**config.mk**
```make
export PLATFORM = sky130hd
export DESIGN_NAME = brs_uart_rx
export DESIGN_NICKNAME = d
export VERILOG_FILES = /design/src/rtl/brs_uart_rx.sv
export SDC_FILE = /design/constraint.sdc
export NUM_CORES = 1
export LEC_CHECK = 0
export CORE_MARGIN = 5
export CORE_UTILIZATION = 45
export DETAILED_ROUTE_END_ITERATION = 12
export GPL_ROUTABILITY_DRIVEN = 0
export PLACE_DENSITY = 0.62
export SLEW_MARGIN = 20
export SYNTH_ARGS = -nofsm -noshare
export SYNTH_HDL_FRONTEND = slang
export SYNTH_SLANG_ARGS = --single-unit
```
**constraint.sdc**
```tcl
create_clock -name clk -period 1.8 [get_ports clk]
set_input_delay 0.27 -clock clk [delete_from_list [all_inputs] [get_ports clk]]
set_output_delay 0.27 -clock clk [all_outputs]
set_load 0.01 [all_outputs]
```
**src/rtl/brs_uart_rx.sv**
```systemverilog
// brs_uart_rx: UART receive front-end (8N1) feeding the BRS core through a one-deep valid/ready register.
// Define BRS_RX_PARITY_EN to receive 8E1 frames and report even-parity mismatches on parity_err.
module brs_uart_rx #(
    parameter int CLKS_PER_BIT = 87,
    parameter int CNT_W        = 16
) (
    input  logic       clk,
    input  logic       rst_n,
    input  logic       rx_i,
    output logic [7:0] m_data,
    output logic       m_valid,
    input  logic       m_ready,
    output logic       busy,
    output logic       frame_err,
    output logic       overrun,
    output logic       parity_err
);

    localparam logic [CNT_W-1:0] HALF_LAST = CNT_W'(CLKS_PER_BIT / 2 - 1);
    localparam logic [CNT_W-1:0] BIT_LAST  = CNT_W'(CLKS_PER_BIT - 1);
    localparam logic [CNT_W-1:0] CNT_ONE   = CNT_W'(1);

`ifdef BRS_RX_PARITY_EN
    typedef enum logic [2:0] {IDLE, START, DATA, PARITY, STOP, WAIT_IDLE} state_e;
`else
    typedef enum logic [2:0] {IDLE, START, DATA, STOP, WAIT_IDLE} state_e;
`endif

    state_e           state;
    logic [CNT_W-1:0] cnt;
    logic [2:0]       bit_idx;
    logic [7:0]       shift;
    logic             rx_meta;
    logic             rx_s;
    logic             bit_done;
    logic             par_bad;

    // NOTE: the synchroniser resets to 1 so an idle line is not mistaken for a start bit after reset.
    always_ff @(posedge clk or negedge rst_n) begin
        if (!rst_n) begin
            rx_meta <= 1'b1;
            rx_s    <= 1'b1;
        end else begin
            rx_meta <= rx_i;
            rx_s    <= rx_meta;
        end
    end

    assign bit_done = (cnt == BIT_LAST);

`ifdef BRS_RX_PARITY_EN
    logic par_bit;
    assign par_bad = ^{shift, par_bit};
`else
    assign par_bad    = 1'b0;
    assign parity_err = 1'b0;
`endif

    always_ff @(posedge clk or negedge rst_n) begin
        if (!rst_n) begin
            state     <= IDLE;
            cnt       <= '0;
            bit_idx   <= '0;
            shift     <= '0;
            m_data    <= '0;
            m_valid   <= 1'b0;
            busy      <= 1'b0;
            frame_err <= 1'b0;
            overrun   <= 1'b0;
`ifdef BRS_RX_PARITY_EN
            par_bit    <= 1'b0;
            parity_err <= 1'b0;
`endif
        end else begin
            frame_err <= 1'b0;
            overrun   <= 1'b0;
`ifdef BRS_RX_PARITY_EN
            parity_err <= 1'b0;
`endif
            // NOTE: a load in the STOP branch below is a later non-blocking write and wins over this clear.
            if (m_valid && m_ready) m_valid <= 1'b0;

            case (state)
                IDLE: begin
                    if (!rx_s) begin
                        state <= START;
                        cnt   <= '0;
                        busy  <= 1'b1;
                    end
                end
                START: begin
                    if (cnt == HALF_LAST) begin
                        cnt     <= '0;
                        bit_idx <= '0;
                        if (rx_s) begin
                            state <= IDLE;
                            busy  <= 1'b0;
                        end else begin
                            state <= DATA;
                        end
                    end else begin
                        cnt <= cnt + CNT_ONE;
                    end
                end
                DATA: begin
                    if (bit_done) begin
                        cnt     <= '0;
                        shift   <= {rx_s, shift[7:1]};
                        bit_idx <= bit_idx + 3'd1;
                        if (bit_idx == 3'd7) begin
`ifdef BRS_RX_PARITY_EN
                            state <= PARITY;
`else
                            state <= STOP;
`endif
                        end
                    end else begin
                        cnt <= cnt + CNT_ONE;
                    end
                end
`ifdef BRS_RX_PARITY_EN
                PARITY: begin
                    if (bit_done) begin
                        cnt     <= '0;
                        par_bit <= rx_s;
                        state   <= STOP;
                    end else begin
                        cnt <= cnt + CNT_ONE;
                    end
                end
`endif
                STOP: begin
                    if (bit_done) begin
                        cnt <= '0;
                        if (!rx_s) begin
                            frame_err <= 1'b1;
                            state     <= WAIT_IDLE;
                        end else begin
                            state <= IDLE;
                            busy  <= 1'b0;
                            // A parity failure drops the byte without touching the holding register.
                            if (par_bad) begin
`ifdef BRS_RX_PARITY_EN
                                parity_err <= 1'b1;
`endif
                            end else if (!m_valid || m_ready) begin
                                m_data  <= shift;
                                m_valid <= 1'b1;
                            end else begin
                                overrun <= 1'b1;
                            end
                        end
                    end else begin
                        cnt <= cnt + CNT_ONE;
                    end
                end
                WAIT_IDLE: begin
                    if (rx_s) begin
                        state <= IDLE;
                        busy  <= 1'b0;
                    end
                end
                default: begin
                    state <= IDLE;
                    busy  <= 1'b0;
                end
            endcase
        end
    end

endmodule
```
==> impl_metrics.ini, run 1 <==
[grt]
grt_pass1_wl_um = 7940
grt_overflow = 0
grt_max_degree = 26
grt_use_total_pct = 15.5
antenna_found_initial = 0
grt_pass1_vias = 1719

[sta]
finalCriticalPeriod_ns = 1.85
fin_worst_skew_ns = 0.0103
finalWorstSetupSlack_ns = -0.0519
setup_violations = 9
fmax_mhz = 540
fin_crit_sh_pct = 103
slew_headroom_pct = 64.3
max_slew.worst_pin.slew_ns = 0.535
tns_ns = -0.331
final-hold-violation-count = 0
rsz0062_at_grt = true
worst_hold_slack_ns = 0.363
slew_violations = 0

[synthesis]
synth_top_area_cell = dfrtp_1
ys_seq_area_share_pct = 48.2
synth_area_leaders = dfrtp_1 (46%), nand2_1 (6.1%), mux2_4 (5.2%)
syn_area_per_cell_um2 = 10.7
synth-main-ff-cell = dfrtp_1
ys_types = 52
syn_nets = 222
synth_top_area_share_pct = 45.9
synthArstFlopShare_pct = 100
synth-edff-count = 0
netlist_instances = 214
ys_warn_count = 0
ys_ff_latch = 44
synth_area_um2 = 2290

[min_path]
hold_path_depth = 0
min-delay-path-class = reg -> reg

[worst_setup_path]
critical-path-max-stage-delay_ns = 0.43
crit_required_ns = 1.98
cp_max_fo = 8
cp.arrival_ns = 2.03
path_cells = nor3b_1 -> and4_4 -> nand4_4 -> nor2b_4 -> buf_12 -> mux2_4
worst-r2r-cell-count = 6
worst_path_max_delay_cell = dfrtp_1
path_class = reg -> reg
cp-end-kind = flop
cp-start-kind = flop

[power_and_ir_drop]
ir_drop_mv = 0.919
power_w = 0.00272
power.leakage_nw = 1.38
powerDensity_nw_per_um2 = 928

[finish]
fin_cells = 335
layout-drive-gt1-share_pct = 31.7
layout_common_cells = dfrtp_1 (42), nand2_1 (36), buf_4 (33)
multi_input_area_um2 = 1120
fin_nets = 272
n_fill_cell = 443
antenna_cells = 0
mostFrequentLayoutCell = dfrtp_1
syn_to_final_growth_pct = 27.9
seqCellArea_um2 = 1100

[floorplan]
start_util_pct = 45.7
die_area_um2 = 6610
die_w_um = 81.3
core_um2 = 5010
io_pins = 17
rows = 26
dieHeight_um = 81.3

[route]
wire_per_inst_um = 13.9
num_vias = 1735
drc = 0
drtAntennaViolNets = 0
drt_first_iter_violations = 60
wirelength_um = 4670
dr.pass1.iters = 4
viasPerCell = 5.18

[clock_network]
cts_made_buffers = 5
cts.sinks = 44
insertion_delay_ns = 0.29
clkSlewWorstSetupHoldPaths_ns = 0.09
cts_buffer_depth = 2
h-tree-depth = 2
cts_tree = built
root_buffer = clkbuf_8

[place]
dp_cells = 323
dp_slack_ns = -0.0603
dp.final_hpwl_um = 3350
numPortBuffers = 15

[run]
drv_cap = 0

[status]
violations = setup timing
status = finished, violations left
[through the flow]
| stage | util [%] | area [µm²] |
|---|---|---|
| detailed placement | 54.3 | 2720 |
| CTS | 57.2 | 2860 |
| finish | 58.4 | 2930 |
| floorplan | - | 2290 |
| global route | 58.4 | 2930 |
| global placement | 54.3 | 2720 |
[power by group]
part           leakage, nW  internal, W  switching (W)
clock network       0.0541     0.000411       0.000349
registers            0.596      0.00105      0.0000516
logic                0.729     0.000398       0.000462
[per-layer routing]
layer	vias to the layer above	share of wire, %	track usage [%]
met5	-	0	0
met4	0	0.90	3.89
met3	6	3.0	3.33
met2	23	50	26.2
met1	847	46	20.2
li1	859	-	-
[flip-flops by register name, summed over array words and instances, names as in the netlist, 3 cells and up]
register,cells
m_data,8
bit_idx,3
shift,8
cnt,16
state,3
[critical path, delay by kind of cell, from the launching register on]
kind                   cells  cell delay (ns)
and+or+nand+nor            4             0.86
DFF                        1             0.43
buffers and inverters      1             0.14
muxes                      1             0.30
[area by class of cell]
cell class              count  area share, %
repair buffers             54           16.6
well taps                  70           2.99
multi-input cells         154           38.3
inverters                   5          0.641
clock inverters             3           1.45
flip-flops and latches     44           37.7
clock buffers               5           2.35
[synthesized netlist by cell type (2+ instances only)]
cell type   n
nand2_1    37
a21o_1      4
or3_1       4
buf_6       7
buf_4       2
nor4_1      2
nor2_1      8
nand4_1     3
mux2_4      8
inv_1       5
o211ai_1    2
dfstp_2     2
a31oi_1     7
nor4_4      2
o21ai_1     7
nor3b_1     6
a22o_1      5
nand2b_1    3
nand3_1     5
dfrtp_1    42
a21oi_1    10
ha_1        4
nor3_1      3
nand2_2     4
xnor2_1     2
o21ai_0     4
[timing repair]
| item | in CTS | in global routing |
|---|---|---|
| setup buffers | 1 | 2 |
| pin swaps | 3 | 5 |
| hold endpoints to repair | 18 | 0 |
| resized for setup | 3 | 12 |
| setup endpoints to repair | 14 | 29 |
| hold buffers | 1 | 0 |
[final timing paths]
kind,end,from,slack (ns)
setup / recovery,m_data[2]$_DFFE_PN0P_,cnt[3]$_DFFE_PN0P_,-0.05
hold / removal,rx_s$_DFF_PN1_,rx_meta$_DFF_PN1_,0.36
min in group asynchronous,overrun$_DFF_PN0_,rst_n,0.46
hold reg to reg,rx_s$_DFF_PN1_,rx_meta$_DFF_PN1_,0.36
setup reg to reg,m_data[2]$_DFFE_PN0P_,cnt[3]$_DFFE_PN0P_,-0.05
max in group asynchronous,rx_s$_DFF_PN1_,rst_n,0.77
[cells by family after synthesis]
kind of cell,after synthesis,synth area share (%)
AOI/OAI and AO/OA,49,15.3
xor gates and xnor gates,3,1.15
adders and majority gates,4,2.19
buffers and inverters,16,5.30
DFF,44,48.2
muxes,8,5.25
other,1,0.164
and+or+nand+nor,89,22.5
No activity file was read; power rests on OpenSTA's default activity.
==> inputs of run 2 (changes only) <==
--- a/config.mk
+++ b/config.mk
@@ -6,11 +6,13 @@
 export NUM_CORES = 1
 export LEC_CHECK = 0
 export CORE_MARGIN = 5
-export CORE_UTILIZATION = 45
+export CORE_UTILIZATION = 30
+export CTS_BUF_LIST = sky130_fd_sc_hd__clkbuf_16
 export DETAILED_ROUTE_END_ITERATION = 12
 export GPL_ROUTABILITY_DRIVEN = 0
-export PLACE_DENSITY = 0.62
+export PLACE_DENSITY = 0.44
 export SLEW_MARGIN = 20
 export SYNTH_ARGS = -nofsm -noshare
 export SYNTH_HDL_FRONTEND = slang
 export SYNTH_SLANG_ARGS = --single-unit
+export TNS_END_PERCENT = 10
==> impl_metrics.ini, run 2 (synthesis gave the netlist of run 1 again) <==
[finish]
layout_common_cells = dfrtp_1 (42), nand2_1 (36), buf_4 (35)
regMostFlops = cnt
layout-drive-gt1-share_pct = 33.1
syn_to_final_growth_pct = 33.6
mostFrequentLayoutCell = dfrtp_1
reg_top3 = cnt: 16 flops, m_data: 8 flops, shift: 8 flops
largest_reg_flops = 16
fin_nets = 273
fin_cells = 365
final_util_pct = 41.7
antenna_cells = 0

[clock_network]
h-tree-depth = 2
clkSlewWorstSetupHoldPaths_ns = 0.06
root_buffer = clkbuf_16
cts_made_buffers = 5
insertion_delay_ns = 0.28
cts_tree = built
cts_buffer_depth = 2
cts.sinks = 44

[floorplan]
die_w_um = 97.3
core_um2 = 7330
io_pins = 17
rows = 31
die_area_um2 = 9480
start_util_pct = 31.2
dieHeight_um = 97.3

[sta]
fin_crit_sh_pct = 102
fmax_mhz = 543
worst_hold_slack_ns = 0.358
max_slew.worst_pin.slew_ns = 0.573
rsz0062_at_grt = true
slew_violations = 0
setup_violations = 10
slew_headroom_pct = 61.8
finalCriticalPeriod_ns = 1.84
fin_worst_skew_ns = 0.00464
final-hold-violation-count = 0
finalWorstSetupSlack_ns = -0.0410

[route]
wirelength_um = 4750
drc = 0
viasPerCell = 4.69
num_vias = 1711
wire_per_inst_um = 13.0
drt_first_iter_violations = 54
dr.pass1.iters = 4
drtAntennaViolNets = 0

[status]
status = finished, violations left
violations = setup timing

[worst_setup_path]
crit_required_ns = 1.97
r2r_start = cnt[0]$_DFFE_PN0P_
worst-r2r-cell-count = 9
cp_max_fo = 16
path_class = reg -> reg
cp-end-kind = flop
reg2reg_to = cnt[1]$_DFFE_PN0P_
ff2ff_setup_slack_ns = -0.04
cp-start-kind = flop
cp.arrival_ns = 2.01

[power_and_ir_drop]
power.leakage_nw = 1.40
power_w = 0.00304
ir_drop_mv = 0.619
powerDensity_nw_per_um2 = 993

[grt]
grt_overflow = 0
grt_max_degree = 25
grt_pass1_vias = 1687
grt_use_total_pct = 10.7
antenna_found_initial = 0
grt_pass1_wl_um = 8230

[min_path]
min_to = rx_s$_DFF_PN1_
worstHoldStart = rx_meta$_DFF_PN1_
hold_path_depth = 0
min-delay-path-class = reg -> reg

[place]
dp_cells = 352
dp.final_hpwl_um = 3510
numPortBuffers = 15

[run]
drv_cap = 0
run 2: cell count changes in the layout (fill, tap and decap cells not counted), moves of 2 or more:
cell       change
o21ai_0        -2
nor2_1         -2
clkbuf_8       -5
o21ai_1        +2
buf_4          +2
clkbuf_16      +5
run 2: area by class of cell:
class | instances | area (µm²)
Clock buffer | 5 | 125
Sequential cell | 44 | 1100
Timing Repair Buffer | 55 | 489
Clock inverter | 3 | 42.5
Fill cell | 705 | 4270
Multi-Input combinational cell | 154 | 1150
Tap cell | 99 | 124
Inverter | 5 | 18.8
run 2: report_power, final:
part           switching, W  internal (W)
Sequential        0.0000586       0.00105
Combinational      0.000466      0.000433
Clock              0.000379      0.000652
run 2: worst max-delay path by stage:
stage / to / depth (start not counted) / slack [ns] / from
after detailed placement: m_data[6]$_DFFE_PN0P_ / 6 / -0.10 / cnt[7]$_DFFE_PN0P_
final: cnt[1]$_DFFE_PN0P_ / 9 / -0.04 / cnt[0]$_DFFE_PN0P_
after global routing: cnt[6]$_DFFE_PN0P_ / 8 / -0.12 / cnt[0]$_DFFE_PN0P_
after CTS: m_data[6]$_DFFE_PN0P_ / 6 / -0.06 / cnt[7]$_DFFE_PN0P_
after floorplan: m_data[0]$_DFFE_PN0P_ / 8 / -0.002 / cnt[0]$_DFFE_PN0P_
after global placement: m_data[6]$_DFFE_PN0P_ / 6 / -0.08 / cnt[7]$_DFFE_PN0P_
run 2: metal layers:
layer | track usage (%) | vias up | routed length, µm
li1 | - | 860 | -
met1 | 14.3 | 827 | 2270
met2 | 16.7 | 20 | 2260
met3 | 2.66 | 4 | 159
met4 | 3.83 | 0 | 59
met5 | 0 | - | 0
run 2: worst max-delay path, stage by stage (launching register included):
cell and delay (ns):
dfrtp_1 0.38, inv_1 0.06, ha_2 0.16, and4b_1 0.19, and4_4 0.27, buf_4 0.13
o2bb2ai_4 0.07, buf_12 0.16, buf_4 0.14, a22o_1 0.18
run 2: timing repair:
action	4_1_cts	5_1_grt
hold endpoints to repair	30	0
setup buffers	3	1
pin swaps	1	13
resized for setup	2	20
setup endpoints to repair	15	26
hold buffers	1	0
run 2: through the flow:
step	setup TNS, ns	setup slack, ns	instance area (µm²)
final	-0.357	-0.0410	3060
after global routing	-1.76	-0.123	3060
after CTS	-0.517	-0.0565	2970
after detailed placement	-0.884	-0.105	2760
after global placement	-0.636	-0.0786	2760
after floorplan	-0.0174	-0.00217	2290
